## src/rtl/quad_operand_collector_pkg.sv

```systemverilog
// Shared types for the quad operand collector.
// Slot index width matches the get_index result width.
package quad_operand_collector_pkg;

  localparam int unsigned OP_W  = 3;
  localparam int unsigned NSLOT = 4;

  typedef enum logic {
    FILL = 1'b0,
    HOLD = 1'b1
  } state_e;

  typedef logic [1:0] slot_t;

  localparam slot_t LAST_IDX = slot_t'(NSLOT - 1);

endpackage

```

## src/rtl/quad_operand_collector.sv

```systemverilog
// Packs a serial operand stream into four slots A..D for get_index.
// Short groups end on in_last; unfilled slots get PAD and a clear mask bit.
module quad_operand_collector
  import quad_operand_collector_pkg::*;
#(
  parameter int unsigned  W   = OP_W,
  parameter logic [W-1:0] PAD = '0
) (
  input  logic         clk,
  input  logic         reset,
  input  logic         in_valid,
  input  logic [W-1:0] in_data,
  input  logic         in_last,
  output logic         in_ready,
  output logic         out_valid,
  input  logic         out_ready,
  output logic [W-1:0] A,
  output logic [W-1:0] B,
  output logic [W-1:0] C,
  output logic [W-1:0] D,
  output logic [3:0]   valid_mask
);

  state_e                     state_q, state_d;
  slot_t                      idx_q, idx_d;
  logic [NSLOT-1:0]           mask_q, mask_d;
  logic [NSLOT-1:0][W-1:0]    data_q, data_d;

  always_comb begin
    state_d = state_q;
    idx_d   = idx_q;
    mask_d  = mask_q;
    data_d  = data_q;
    case (state_q)
      FILL: begin
        if (in_valid) begin
          data_d[idx_q] = in_data;
          mask_d[idx_q] = 1'b1;
          if (idx_q == LAST_IDX || in_last) begin
            // pad every slot above the closing operand
            for (int i = 0; i < NSLOT; i++) begin
              if (i > int'(idx_q)) data_d[i] = PAD;
            end
            state_d = HOLD;
            idx_d   = '0;
          end else begin
            idx_d = idx_q + slot_t'(1);
          end
        end
      end
      HOLD: begin
        if (out_ready) begin
          state_d = FILL;
          mask_d  = '0;
        end
      end
      default: state_d = FILL;
    endcase
  end

  always_ff @(posedge clk) begin
    if (reset) begin
      state_q <= FILL;
      idx_q   <= '0;
      mask_q  <= '0;
      data_q  <= '0;
    end else begin
      state_q <= state_d;
      idx_q   <= idx_d;
      mask_q  <= mask_d;
      data_q  <= data_d;
    end
  end

  assign in_ready   = (state_q == FILL);
  assign out_valid  = (state_q == HOLD);
  assign A          = data_q[0];
  assign B          = data_q[1];
  assign C          = data_q[2];
  assign D          = data_q[3];
  assign valid_mask = mask_q;

endmodule

```

## config.mk

```make
export PLATFORM = sky130hd
export DESIGN_NAME = quad_operand_collector
export DESIGN_NICKNAME = d
export VERILOG_FILES = /design/src/rtl/quad_operand_collector_pkg.sv /design/src/rtl/quad_operand_collector.sv
export SDC_FILE = /design/constraint.sdc
export NUM_CORES = 1
export LEC_CHECK = 0
export CORE_MARGIN = 2
export CORE_UTILIZATION = 48
export DETAILED_ROUTE_END_ITERATION = 7
export PLACE_DENSITY = 0.89
export SLEW_MARGIN = 20
export SYNTH_ARGS = -nofsm -noshare
export SYNTH_HDL_FRONTEND = slang
export SYNTH_SLANG_ARGS = --single-unit
```

## constraint.sdc

```tcl
create_clock -name clk -period 3.9 [get_ports clk]
set_input_delay 0.585 -clock clk [delete_from_list [all_inputs] [get_ports clk]]
set_output_delay 0.585 -clock clk [all_outputs]
set_load 0.05 [all_outputs]
```

==> results by stage <==
Place:
- After detailed placement, the design holds a cell count of 137.
- At the end of routability-driven placement, the weighted congestion stood at 0.865.
- Before CTS, the worst setup slack after placement is 1.89 ns.
- The sum of net half-perimeters after detailed placement is 1440 µm.
- The total of buffers placed on input and output ports is 25.

Logic synthesis:
- By area the synthesized netlist is led by dfxtp_1 (45%), ha_1 (10%), a21oi_1 (8.3%).
- The net count after synthesis is 112.
- The synthesized netlist devotes between 10% and 20% of its cell area to compound gates.
- The synthesized design devotes to its leading area cell type between 40% and 50% of total area.
- The yosys synthesis warning count is 0.
- The per-instance average area after synthesis is 8.68 µm².
- The number of instances in the synthesized netlist is 97.
- The most used standard cell by instance count after synthesis is dfxtp_1.
- The share of cell area taken by muxes after synthesis is 0%.
- The arithmetic-cell share of the synthesized area counting full adders, half adders and majority gates is 10.4%.
- The sequential element share of the synthesized area is a little under half.
- The synthesized design contains 19 register bits.
- Counting instances in the post-synthesis netlist gives the leading cell types as dfxtp_1 (19), nand2_1 (17), a21oi_1 (14), nand3_1 (14), ha_1 (7).
- For this run, asynchronously set or reset flops after synthesis account for 0%.
- The netlist area before placement is 842 µm².
- Of the total synthesized cell area, the portion taken by XOR and XNOR cells is 0%.
- By area, the combinational part of the netlist is dominated by simple AND/OR/NAND/NOR gates.
- Of all cell types, the one taking the most synthesized area is dfxtp_1.
- The simple-gate share of the synthesized area is 25.0%.
- The number of different library cells in the post-synthesis netlist is 18.
- The synthesized design contains 0 enable-type register cells.
- For this run, the leading register cell type out of synthesis is dfxtp_1.

CTS:
- Clock tree synthesis inserted a total of 3 buffers.
- The number of setup buffers added after CTS is 0.
- The H-tree depth is 1.
- Once the clock tree was built, the resizer swapped 0 gates to a different size.
- The number of clock sinks is 19.
- For this design, the CTS-stage hold fixing added 0 buffers.
- The clock passes through at most 2 buffers.
- The clock reaches the later pin of the worst-skew pair after 0.31 ns.
- The clock root buffer is clkbuf_4.
- The clock-pin slew on the worst setup and hold paths is 0.11 ns.
- TritonCTS built the clock tree.

Setup path:
- The end of the worst register-to-register path is B[1].
- The worst setup path is captured at an output port.
- For this run, the slowest stage of the critical path takes 0.86 ns.
- The startpoint identified for the worst register-to-register timing path is idx_q[1].
- Walking the worst path, the cells encountered are clkdlybuf4s50_1.
- The classification of the worst setup path is flop to output port.
- The cell class contributing the biggest share of worst-path delay is buffers and inverters.
- The slowest stage of the critical path belongs to the cell clkdlybuf4s50_1.
- The maximum fanout along the worst path is 10.
- The number of cells on the critical path is 1.
- Data arrives at the worst endpoint at 1.66 ns.
- The combined buffer and inverter count along the critical path is 1.
- The most critical setup path has its startpoint at out_valid.
- At the worst endpoint, the required time is 3.31 ns.
- For the worst flop-to-flop path, the logic depth is 4.
- The worst register-to-register path has a setup slack of 2.41 ns.
- STA classifies the critical path startpoint as a flop.

Cells and area:
- The final standard cell utilization of the core is 66.8%.
- The area growth from synthesis to layout is 34.0%.
- The post-route netlist has about 4.8% of its cells at a drive strength greater than 1.
- The repair_antennas step left the layout with diodes totalling 0.
- The post-layout net count is 140.
- Once layout is complete, the cells apart from fillers number between 100 and 150.
- The filler cell count in the final layout is 137.

Timing:
- Setup repair after global routing left no endpoint under its margin.
- At the pin with the least slew margin, the transition time is 0.503 ns.
- The smallest clock period supported by the final layout is computed as 2.24 ns.
- The fraction of the cycle the final worst path needs is about 57%.
- Setup violations remaining at the end of the flow were counted as 0.
- Once routing completed, OpenROAD measured the worst setup slack at 1.66 ns.
- For the final database, setup skew stands at 0.00977 ns.
- In this run the tightest slew margin relative to its limit is 66.4%.
- The hold violation count in the final report came to 0.
- The maximum operating frequency is 446 MHz.
- The final-report max-slew violation count was 0.
- After routing, the total negative slack on setup checks comes to 0 ns.

Worst hold path:
- The endpoint with the worst hold slack is valid_mask[2].
- In this run the worst hold path is classified as flop to flop.
- The launch point of the worst hold path is valid_mask[2].
- The number of stages on the worst hold path is 2.

Detailed routing:
- The iteration count of the initial detailed-routing pass is 4.
- Detailed routing inserted a total of 790 vias.
- In this run, the number of DRC markers left after iteration 0 of detailed routing was 10.
- The detail-routed net length per standard cell is 13.4 µm.
- After detailed routing, the number of remaining DRC violations is 0.
- The routed via count divided by cell count is 5.60.
- The number of nets still failing antenna checks after routing is 0.
- The total length of routed wires is roughly 1900 µm.

GRT:
- The total congestion overflow after global routing is 0.
- The first global-routing pass estimated roughly 3000 µm of wire.
- Entering global routing, the biggest net connects 16 pins.
- The initial antenna violation count was 0.
- Global routing consumed, over all layers together, 19.8% of the routing resources.
- The via count of the first global-routing pass is ~700.

Floorplan:
- The die is 45.9 µm tall.
- The starting utilization of the core area is 49.9%.
- The total area inside the core boundary comes to 1690 µm².
- The total number of placement rows is 15.
- The die covers 2110 µm².
- Measured along the x axis, the die boundary spans approximately 46 µm.
- The number of top-level pins is 26.

Pwr:
- The total power density per cell area is 333 nW/µm².
- The design draws 0.376 mW.
- The maximum VDD drop is approximately 220 µV.
- For this design the static power due to leakage is 0.399 nW.

Flow run:
- Max-cap violations in this run came to 0.

Run status:
- The flow ran to the end, and the final reports show no timing, DRC or antenna violations.
-- logic make-up after synthesis --
family / count (synthesis)
compound gates: 22
fa+ha+maj: 7
buf+inv: 6
flops: 19
simple gates: 43
-- cell usage in the layout, fill, tap and decap left out, types with 4 or more instances in the layout --
cell type and instances:
clkdlybuf4s50_1 25, nor2_1 4, nand2_1 17, a21oi_1 14, dfxtp_1 19, ha_1 7
inv_1 4, nand3b_1 5, nand3_1 14
-- worst max-delay path by stage --
stage / slack (ns) / endpoint
floorplan: 2.23 / in_ready
global placement: 1.93 / B[2]
detailed placement: 1.89 / B[0]
CTS: 1.66 / out_valid
global route: 1.61 / out_valid
finish: 1.66 / out_valid
-- power breakdown --
part           switching (mW)  internal [mW]  leakage, nW
combinational          0.0440         0.0250        0.229
clock                  0.0623         0.0400       0.0150
sequential            0.00460          0.200        0.154
-- state kept, by name (all words and copies together) (netlist names) --
signal / cells
idx_q: 2
out_valid: 1
C: 3
B: 3
A: 3
D: 3
valid_mask: 4
-- layout make-up --
| class | count | area (µm²) | area share, % |
|---|---|---|---|
| Clock buffer | 4 | 26.3 | 2.33 |
| Inverter | 4 | 15.0 | 1.33 |
| Multi-Input combinational cell | 72 | 435 | 38.6 |
| Sequential cell | 19 | 380 | 33.7 |
| Tap cell | 17 | 21.3 | 1.88 |
| Timing Repair Buffer | 25 | 250 | 22.2 |
-- worst reg2reg max path: cells and delay by family, from the launching register on --
family / cells / cell delay (ns)
AO/OA/AOI/OAI: 1 / 0.31
adder cells (fa/ha/maj): 1 / 0.26
flip-flops: 1 / 0.40
AND/OR/NAND/NOR: 2 / 0.44
-- metal layers --
layer  track usage [%]  up-vias  routed length [µm]
met2              29.7       31                 890
met1              24.9      361                 856
met5                 0        -                   0
met4              12.0        0                  24
met3              5.56        4                 120
li1                  -      394                   -
-- stage by stage --
step	hold WS (ns)	cell area [µm²]
4_1_cts	0.463	1130
3_5_place_dp	0.448	1100
2_1_floorplan	0.486	842
5_1_grt	0.477	1130
3_3_place_gp	0.443	1100
6_report	0.459	1130
No activity file was read; power rests on OpenSTA's default activity.
